## config.mk

```make
export PLATFORM = sky130hd
export DESIGN_NAME = pipe_stage_skid
export DESIGN_NICKNAME = d
export VERILOG_FILES = /design/src/rtl/pipe_pkg.sv /design/src/rtl/pipe_stage_skid_sat_counter.sv /design/src/rtl/pipe_stage_skid.sv
export SDC_FILE = /design/constraint.sdc
export NUM_CORES = 1
export LEC_CHECK = 0
export CAP_MARGIN = 15
export CORE_ASPECT_RATIO = 1.25
export CORE_UTILIZATION = 50
export DETAILED_ROUTE_END_ITERATION = 6
export DONT_BUFFER_PORTS = 1
export HOLD_SLACK_MARGIN = 0.03
export SLEW_MARGIN = 20
export SYNTH_ARGS = -nofsm -noshare
export SYNTH_HDL_FRONTEND = slang
export SYNTH_SLANG_ARGS = --single-unit
```

## constraint.sdc

```tcl
create_clock -name clk -period 4.2 [get_ports clk]
set_input_delay 1.05 -clock clk [delete_from_list [all_inputs] [get_ports clk]]
set_output_delay 1.05 -clock clk [all_outputs]
set_load 0.03 [all_outputs]
```

## src/rtl/pipe_pkg.sv

```systemverilog
// Shared definitions for the inter-stage pipeline latches: state encoding
// for the skid-buffered stage and the payload layout used to pack DATA_W.
package pipe_pkg;

    // Skid stage occupancy: EMPTY (nothing held), FULL (main valid),
    // SKID (main and skid both valid).
    typedef enum logic [1:0] {
        ST_EMPTY = 2'd0,
        ST_FULL  = 2'd1,
        ST_SKID  = 2'd2
    } pipe_state_t;

    // Payload field widths: IR32 + PC32 + R1 32 + Rd5 + ctl5.
    localparam int unsigned IR_W  = 32;
    localparam int unsigned PC_W  = 32;
    localparam int unsigned R1_W  = 32;
    localparam int unsigned RD_W  = 5;
    localparam int unsigned CTL_W = 5;

    // Field offsets, LSB first: ctl, rd, r1, pc, ir.
    localparam int unsigned CTL_OFF = 0;
    localparam int unsigned RD_OFF  = CTL_OFF + CTL_W;
    localparam int unsigned R1_OFF  = RD_OFF + RD_W;
    localparam int unsigned PC_OFF  = R1_OFF + R1_W;
    localparam int unsigned IR_OFF  = PC_OFF + PC_W;

    localparam int unsigned PAYLOAD_W = IR_OFF + IR_W;  // 106

    // Packs the stage fields into one flat payload word.
    function automatic logic [PAYLOAD_W-1:0] pack_payload(
        input logic [IR_W-1:0]  ir,
        input logic [PC_W-1:0]  pc,
        input logic [R1_W-1:0]  r1,
        input logic [RD_W-1:0]  rd,
        input logic [CTL_W-1:0] ctl
    );
        return {ir, pc, r1, rd, ctl};
    endfunction

endpackage

```

## src/rtl/pipe_stage_skid_sat_counter.sv

```systemverilog
// Saturating up-counter: increments on inc, sticks at all-ones.
module sat_counter #(
    parameter int unsigned CNT_W = 16
) (
    input  logic             clk,
    input  logic             rst,
    input  logic             inc,
    output logic [CNT_W-1:0] q
);

    // Count up on inc until the all-ones ceiling, then hold.
    always_ff @(posedge clk or negedge rst) begin
        if (!rst) begin
            q <= '0;
        end else if (inc && (q != '1)) begin
            q <= q + 1'b1;
        end
    end

endmodule

```

## src/rtl/pipe_stage_skid.sv

```systemverilog
// Pipeline stage register with valid/ready handshake and a 2-entry skid
// buffer. Both handshake outputs and out_data come straight from flops.
module pipe_stage_skid
    import pipe_pkg::*;
#(
    parameter int unsigned DATA_W      = 106,
    parameter int unsigned ZERO_BUBBLE = 1,
    parameter int unsigned CNT_W       = 16
) (
    input  logic              clk,
    input  logic              rst,
    input  logic              flush,
    input  logic              in_valid,
    output logic              in_ready,
    input  logic [DATA_W-1:0] in_data,
    output logic              out_valid,
    input  logic              out_ready,
    output logic [DATA_W-1:0] out_data,
    output logic [CNT_W-1:0]  stall_cnt
);

    pipe_state_t       state;
    logic [DATA_W-1:0] main_q;
    logic [DATA_W-1:0] skid_q;
    logic              out_valid_q;
    logic              in_ready_q;
    logic              in_xfer;
    logic              out_xfer;

    assign in_xfer  = in_valid & in_ready_q;
    assign out_xfer = out_valid_q & out_ready;

    // Occupancy FSM with registered handshake flags and the two data regs.
    always_ff @(posedge clk or negedge rst) begin
        if (!rst) begin
            state       <= ST_EMPTY;
            main_q      <= '0;
            skid_q      <= '0;
            out_valid_q <= 1'b0;
            in_ready_q  <= 1'b1;
        end else if (flush) begin
            state       <= ST_EMPTY;
            out_valid_q <= 1'b0;
            in_ready_q  <= 1'b1;
            if (ZERO_BUBBLE != 0) begin
                main_q <= '0;
            end
        end else begin
            case (state)
                ST_EMPTY: begin
                    if (in_xfer) begin
                        state       <= ST_FULL;
                        main_q      <= in_data;
                        out_valid_q <= 1'b1;
                        in_ready_q  <= 1'b1;
                    end
                end
                ST_FULL: begin
                    if (in_xfer && out_xfer) begin
                        main_q <= in_data;
                    end else if (in_xfer) begin
                        state      <= ST_SKID;
                        skid_q     <= in_data;
                        in_ready_q <= 1'b0;
                    end else if (out_xfer) begin
                        state       <= ST_EMPTY;
                        out_valid_q <= 1'b0;
                        if (ZERO_BUBBLE != 0) begin
                            main_q <= '0;
                        end
                    end
                end
                ST_SKID: begin
                    if (out_xfer) begin
                        state      <= ST_FULL;
                        main_q     <= skid_q;
                        in_ready_q <= 1'b1;
                    end
                end
                default: begin
                    state       <= ST_EMPTY;
                    out_valid_q <= 1'b0;
                    in_ready_q  <= 1'b1;
                    main_q      <= '0;
                end
            endcase
        end
    end

    assign out_valid = out_valid_q;
    assign in_ready  = in_ready_q;
    // main_q is cleared on every entry to EMPTY when ZERO_BUBBLE is set,
    // so it can drive out_data directly without a gating mux.
    assign out_data  = main_q;

    sat_counter #(
        .CNT_W(CNT_W)
    ) u_stall_cnt (
        .clk (clk),
        .rst (rst),
        .inc (out_valid_q & ~out_ready),
        .q   (stall_cnt)
    );

endmodule

```

======== Yosys cells after proc, flatten, opt, wreduce, memory -nomap -nowiden ========
Index checks and enable logic that the tools add are counted.
word-level totals
  bits in registers ....................... 232
  input port bits ......................... 111
  logic and storage cells ................. 59
operators by class
  add/sub/neg operators ................... 1
  equality and inequality tests ........... 13
  muxes and demuxes ....................... 25
  bitwise operators ....................... 6
  reductions and logical operators ........ 8
operators with widths
  cell                                                                   count
  106-bit 2-to-1 mux                                                     6
  106-bit case mux with 3 select lines                                   1
  3-bit != test, second input constant                                   6
  16-bit by 1-bit adder with 16-bit output, second input constant        1
  16-bit != test, second input constant                                  1
  4-bit AND reduction                                                    4
  2-bit 2-to-1 mux                                                       6
  4-bit != test, second input constant                                   3
  1-bit 2-to-1 mux                                                       9
  1-bit case mux with 3 select lines                                     2
  2-bit case mux with 3 select lines                                     1
  5-bit AND reduction                                                    1
  1-bit bitwise AND                                                      3
  1-bit inverter                                                         3
  2-bit by 1-bit equality test with 1-bit output, second input constant  1
  2-bit equality test, second input constant                             1
  1-bit logical AND                                                      2
  2-bit zero test                                                        1
  2-bit != test, second input constant                                   1

======== Logic depth before layout (Yosys ltp) ========
Gate-level depths: netlist of the first run.
  word-level depth ........................ 6
  mapped depth ............................ 8

======== Modules after synthesis ========
From an unflattened synthesis of the first run, not the netlist that was laid out.
second synthesis, totals
  cells, all modules ...................... 702
  area, all modules ....................... 10172.3 µm²
modules (own cells, without submodules)
  module           instances  cells an instance  area an instance (µm²)  sequential area each (µm²)
  pipe_stage_skid  1          625                9287.7                  5406.4
  sat_counter      1          77                 884.6                   400.4

======== Worst setup path before layout of the first run ========
Ideal clock, no wire load.
  kind .................................... input to register
  start point ............................. input port out_ready
  end point ............................... register u_stall_cnt.q[12]
  arrival ................................. 2082 ps
  data required time ...................... 4075 ps
  path slack .............................. 1993 ps
  cell stages on the path ................. 4
  path buffers ............................ 0
  cells stage by stage .................... nand2b_1 -> or3_1 -> nor2_1 -> mux2_2
on the way
  longest elaborated chain between the ends .. 3
RTL lines
  element               RTL line                           source
  from (decl)           pipe_stage_skid.sv:17              input logic out_ready,
  1-bit inverter        pipe_stage_skid.sv:101             .inc (out_valid_q & ~out_ready),
  1-bit bitwise AND     pipe_stage_skid.sv:101
  1-bit logical AND     pipe_stage_skid_sat_counter.sv:15  end else if (inc && (q != '1)) begin
  to (signal assigned)  pipe_stage_skid_sat_counter.sv:16  q <= q + 1'b1;
  to (decl)             pipe_stage_skid_sat_counter.sv:8   output logic [CNT_W-1:0] q
Every way passes these cells.
A chain may end at the register's enable or synchronous reset.

======== Worst setup path in the final report of the first run ========
  start point ............................. register state[0]
  end point ............................... register main_q[13], in the netlist out_data[13]
on the way
  longest elaborated chain between the ends .. 3
RTL lines
  element                                                                 RTL line               source
  from (decl)                                                             pipe_stage_skid.sv:22  pipe_state_t state;
  from (signal assigned)                                                  pipe_stage_skid.sv:36  state <= ST_EMPTY;
  from (signal assigned)                                                  pipe_stage_skid.sv:42  state <= ST_EMPTY;
  from (signal assigned)                                                  pipe_stage_skid.sv:52  state <= ST_FULL;
  2-bit by 1-bit equality test with 1-bit output (tied with other cells)  pipe_stage_skid.sv:49  case (state)
  4-bit != test (no line) (tied with other cells)                         --
  4-bit AND reduction (no line) or 106-bit 2-to-1 mux (tied branches)     --
  to (signal assigned)                                                    pipe_stage_skid.sv:53  main_q <= in_data;
  to (signal assigned)                                                    pipe_stage_skid.sv:60  main_q <= in_data;
  to (signal assigned)                                                    pipe_stage_skid.sv:76  main_q <= skid_q;
  to (decl)                                                               pipe_stage_skid.sv:23  logic [DATA_W-1:0] main_q;
Several ways; a longest one is shown, not always the timed one.

==> results of run 1 <==
## metrics by stage
stage | worst slack, ns | hold WS (ns) | std cells | utilization [%]
5_1_grt | 1.044 | 0.2165 | 922 | 55.91
2_1_floorplan | 1.993 | 0.4646 | 698 | -
6_report | 1.242 | 0.2363 | 922 | 55.91
4_1_cts | 1.215 | 0.2229 | 922 | 55.91
3_3_place_gp | 1.148 | 0.4737 | 879 | 51.67
3_5_place_dp | 1.023 | 0.4822 | 879 | 51.67
## cell families (layout without fill, tap and decap cells)
kind of cell	Yosys count	count (layout)
mux	109	109
xor+xnor	11	11
fa+ha+maj	1	1
flops	232	232
compound gates	231	231
simple gates	54	54
buf+inv	60	52
## worst max-delay path, cell delays in order (launching register included)
cell,delay (ns)
dfrtp_1,0.60
and2b_4,0.39
o21ba_2,0.27
o21bai_4,0.43
buf_4,0.80
o2bb2ai_1,0.18
## final cells by class
type	instances	area (um2)
Inverter	2	7.507
Timing Repair Buffer	7	65.06
Tap cell	232	290.3
Multi-Input combinational cell	406	3570
Fill cell	1560	8310
Clock inverter	11	86.33
Clock buffer	32	711.9
Sequential cell	232	5807
## worst paths after layout
path	cells after the start	end	slack (ns)	start
max	5	out_data[13]	1.24	state[0]
min	0	u_stall_cnt.q[10]	0.24	rst
max reg2reg	5	out_data[13]	1.24	state[0]
min reg2reg	1	skid_q[73]	0.49	skid_q[73]
max in group asynchronous	0	out_data[4]	3.45	rst
min in group clk	1	skid_q[73]	0.49	skid_q[73]
## flip-flops by register name, summed over array words and instances (netlist names)
| signal | flops |
|---|---|
| state | 2 |
| out_data | 106 |
| u_stall_cnt.q | 16 |
| skid_q | 106 |
| in_ready | 1 |
| out_valid | 1 |
## where the power goes
group          internal (uW)  switching [uW]  leakage (uW)  total, uW
registers               2890             733       0.00299       3630
logic                    573             493       0.00131       1070
clock network           1250             860      0.000402       2110
total                   4720            2090       0.00470       6800
## layer usage
| layer | GRT usage (%) | vias up | part of all wire, % |
|---|---|---|---|
| met5 | 2.046 | - | 0.23 |
| met4 | 6.024 | 2 | 1.9 |
| met3 | 7.648 | 35 | 10 |
| met2 | 35.52 | 215 | 48 |
| met1 | 28.15 | 3156 | 39 |
| li1 | - | 2635 | - |
## synth_stat cells (2+ instances only)
cell type,instances
clkbuf_1,14
and2b_1,2
nor3_1,4
buf_4,6
o2bb2ai_1,107
mux2_1,15
buf_2,35
a22oi_1,106
nor4_1,3
o21bai_1,3
nand3_1,6
nor2_1,12
dfrtp_1,231
nand2b_1,2
mux2_2,93
nand4_1,4
o21ai_0,2
inv_1,2
buf_6,3
a21oi_1,6
xor2_1,11
nand2_1,7
and4_1,2
==> metrics.txt, run 1 <==
Post-Synthesis Net Count=810; Syn Std Cell Area=9673 um2; max-cap violations=0; crit share post-route=70.43%; H-Tree Depth=1; grt ovf=0; Total GRT Usage=22.05%; # IOs=235; Final nets=785; Synth Area in Adders=0.1293%; Yosys top cell area share=59.76%; worst clock skew=0.006635 ns; Post-DRT Antenna Nets=0; CTS tree=yes; final setup vio count=0; initial antenna violation count=0; largest family of logic cells by synthesized area=compound AO/OA/AOI/OAI gates; top fanout value on the critical path=88; drt via density=6.554; FP Rows=56; Post-Route WL=22030 um; Synth Area in Compound Gates=19.27%; Initial Utilization=51.32%; Longest Clk Path Bufs=3; Synth area leaders=dfrtp_1 (60%), mux2_2 (11%), o2bb2ai_1 (9.7%); Simple-Gate Fraction of Synth Area=3.596%; Design Area, Final=10540 um2; Avg Inst Size Synth=13.86 um2; RSZ-0062 raised after global routing=false; Power, Total=6802 uW; Final min period=2.958 ns; hold buffers post-CTS=0; Die X=126.4 um; leakage power=0.004699 uW; Setup Buffers After CTS=0; Worst Setup Start Kind=flop; buffers added on ports=0; HPWL after DPL=13310 um; vias in the first global route=6253; crit path kind=flop to flop; post-synthesis async set-or-reset flop share=100.0%; Yosys warning count=0; Final Hold Fails=0; Synth cell types=45; relative slew slack=32.69%; clk slew on worst S/H paths=0.06 ns; Synth Area in XOR/XNOR=0.9960%; DR pass1 iterations=5; min-delay worst type=primary input to asynchronous set/reset pin; worst endpoint required time=4.55 ns; via count=6043; sequential share of the synthesized area=60.03%; TritonCTS Buffers=24; GPL Wtd Cong=0.7796; fmax=338.0 MHz; mux cell area share after synthesis=12.73%; total negative setup slack=0 ns; max-slew violations=0; Gate Count Post-Synth=698; Top FF cell, synth=dfrtp_1; largest net degree at the start of global routing=233; Seq cells post-synth=232; status=completed; post_cts resized=0; drt wl/cell=23.89 um; Core Region=18850 um2; worst slew pin tran=1.010 ns; full die area=19910 um2; Iter 0 DRT Violations=426; Skew-Pair Late Insertion Delay=0.51 ns; peak supply drop=0.0002809 V; layout cells sized above 1=22.90%; Cell Pwr Density=645.5 nW/um2; Residual DRC=0; first-pass GRT wire length=34960 um; EDFF count, synth=0; Worst Path Arrival=3.30 ns; area delta synth->final=8.938%; most frequent cells in the layout=dfrtp_1 (231), o2bb2ai_1 (107), a22oi_1 (106), mux2_2 (93), clkbuf_16 (25); clk root buf=clkbuf_16; nature of the critical path endpoint=flop; area leader, netlist=dfrtp_1; Antenna diodes=0; clock sink count=232; placement-stage cell area=9739 um2; commonest non-fill, non-tap cell in the layout=dfrtp_1; chip height=157.5 um
(Power assumes the default switching activity.)
==> inputs of run 2 (changes only) <==
--- a/config.mk
+++ b/config.mk
@@ -11,6 +11,7 @@
 export DETAILED_ROUTE_END_ITERATION = 6
 export DONT_BUFFER_PORTS = 1
 export HOLD_SLACK_MARGIN = 0.03
+export PLACE_DENSITY = 0.68
 export SLEW_MARGIN = 20
 export SYNTH_ARGS = -nofsm -noshare
 export SYNTH_HDL_FRONTEND = slang
==> constraint.sdc (replaced) <==
create_clock -name clk -period 2.6 [get_ports clk]
set_input_delay 0.65 -clock clk [delete_from_list [all_inputs] [get_ports clk]]
set_output_delay 0.65 -clock clk [all_outputs]
set_load 0.03 [all_outputs]
==> metrics.txt, run 2 (synthesis gave the netlist of run 1 again) <==
multi-input logic area=3570 um2; peak supply drop=0.0008041 V; H-Tree Depth=1; Total GRT Usage=21.50%; first-pass GRT wire length=34440 um; total negative setup slack=0 ns; failing checks=hold timing; Iter 0 DRT Violations=369; vias in the first global route=6386; placement-stage cell area=9832 um2; Post-Route WL=22000 um; Final Hold Fails=218; Post-DRT Antenna Nets=0; Worst Setup Start Kind=flop; WHS=-0.1542 ns; crit path buf inv count=0; Skew-Pair Late Insertion Delay=0.50 ns; area delta synth->final=9.869%; relative slew slack=53.70%; Longest Clk Path Bufs=3; leakage power=0.004738 uW; # IOs=235; layout cells sized above 1=22.80%; chip height=157.5 um; drt wl/cell=23.78 um; FP Rows=56; Reg area=5807 um2; Residual DRC=0; commonest non-fill, non-tap cell in the layout=dfrtp_1; CP cell instances=ha_1 -> nand3_1 -> or3_1 -> nor2_1 -> mux2_2; crit path kind=flop to flop; r2r worst-path depth=5; buffers added on ports=0; status=finished with violations; top fanout value on the critical path=7; RSZ-0062 raised after global routing=false; largest net degree at the start of global routing=233; most frequent cells in the layout=dfrtp_1 (231), o2bb2ai_1 (107), a22oi_1 (106), mux2_2 (93), clkbuf_16 (25); nature of the critical path endpoint=flop; CTS tree=yes; max incr delay on CP=0.59 ns; drt via density=6.568; Worst Path Arrival=2.57 ns; post-layout util=56.39%; worst endpoint required time=2.99 ns; GPL Wtd Cong=0.7950; Final min period=2.189 ns; grt ovf=0; full die area=19910 um2; max-slew violations=0; worst clock skew=0.01174 ns; crit share post-route=84.21%; Setup Buffers After CTS=0; Stages on worst setup path=5; FILL cells=1481; Antenna diodes=0; Cell Pwr Density=1040 nW/um2; initial antenna violation count=0; Final nets=789; CP max-delay cell=dfrtp_1; Die X=126.4 um; Core Region=18850 um2; clk slew on worst S/H paths=0.06 ns; max-cap violations=0; DR pass1 iterations=5; final setup vio count=0; via count=6075; clock sink count=232; post_cts resized=0; crit-path leading delay family=simple AND/OR/NAND/NOR gates; min-delay worst type=primary input to asynchronous set/reset pin; Initial Utilization=51.32%; worst slew pin tran=0.6945 ns; TritonCTS Buffers=24; HPWL after DPL=13610 um; Design Area, Final=10630 um2; clk root buf=clkbuf_16; fmax=456.7 MHz
-- run 2: worst reg2reg max path, stage by stage (launching register included) --
cell and delay [ns]:
dfrtp_1 0.59, ha_1 0.27, nand3_1 0.24, or3_1 0.50
nor2_1 0.14, mux2_2 0.34
-- run 2: stage by stage --
stage | hold WS [ns] | total power [uW] | instances | setup slack (ns)
2_1_floorplan | 0.3544 | 7178 | 698 | 0.5931
3_3_place_gp | 0.3605 | 7512 | 883 | 0.4611
3_5_place_dp | 0.3608 | 7726 | 883 | 0.4479
4_1_cts | -0.1756 | 11150 | 925 | 0.4188
5_1_grt | -0.1848 | 11570 | 925 | 0.3087
6_report | -0.1542 | 11050 | 925 | 0.4105
-- run 2: layer usage --
metal  vias to the layer above  GRT usage, %  share of wire [%]
li1                       2635             -                  -
met1                      3157         26.30                 39
met2                       248         35.57                 49
met3                        35         7.784                 10
met4                         0         6.655                2.2
met5                         -             0                  0
-- run 2: path summary, 6_finish.rpt --
check	start	end	slack, ns
hold / removal	rst	u_stall_cnt.q[15]	-0.15
setup / recovery	u_stall_cnt.q[0]	u_stall_cnt.q[12]	0.41
setup reg to reg	u_stall_cnt.q[0]	u_stall_cnt.q[12]	0.41
min in group clk	flush	state[0]	0.21
max in group asynchronous	rst	skid_q[42]	2.16
hold reg to reg	skid_q[74]	skid_q[74]	0.50
-- run 2: power breakdown --
group | switching (uW) | internal [uW] | total, uW
logic | 852 | 965 | 1820
clock network | 1340 | 2050 | 3390
registers | 1170 | 4680 | 5840
total | 3360 | 7690 | 11100
-- run 2: final cells by class --
class,instances,area share (%)
clock buffers,36,6.934
well taps,232,2.731
multi-input cells,406,33.59
flip-flops and latches,232,54.64
repair buffers,11,1.483
clock inverters,6,0.5533
inverters,2,0.07064
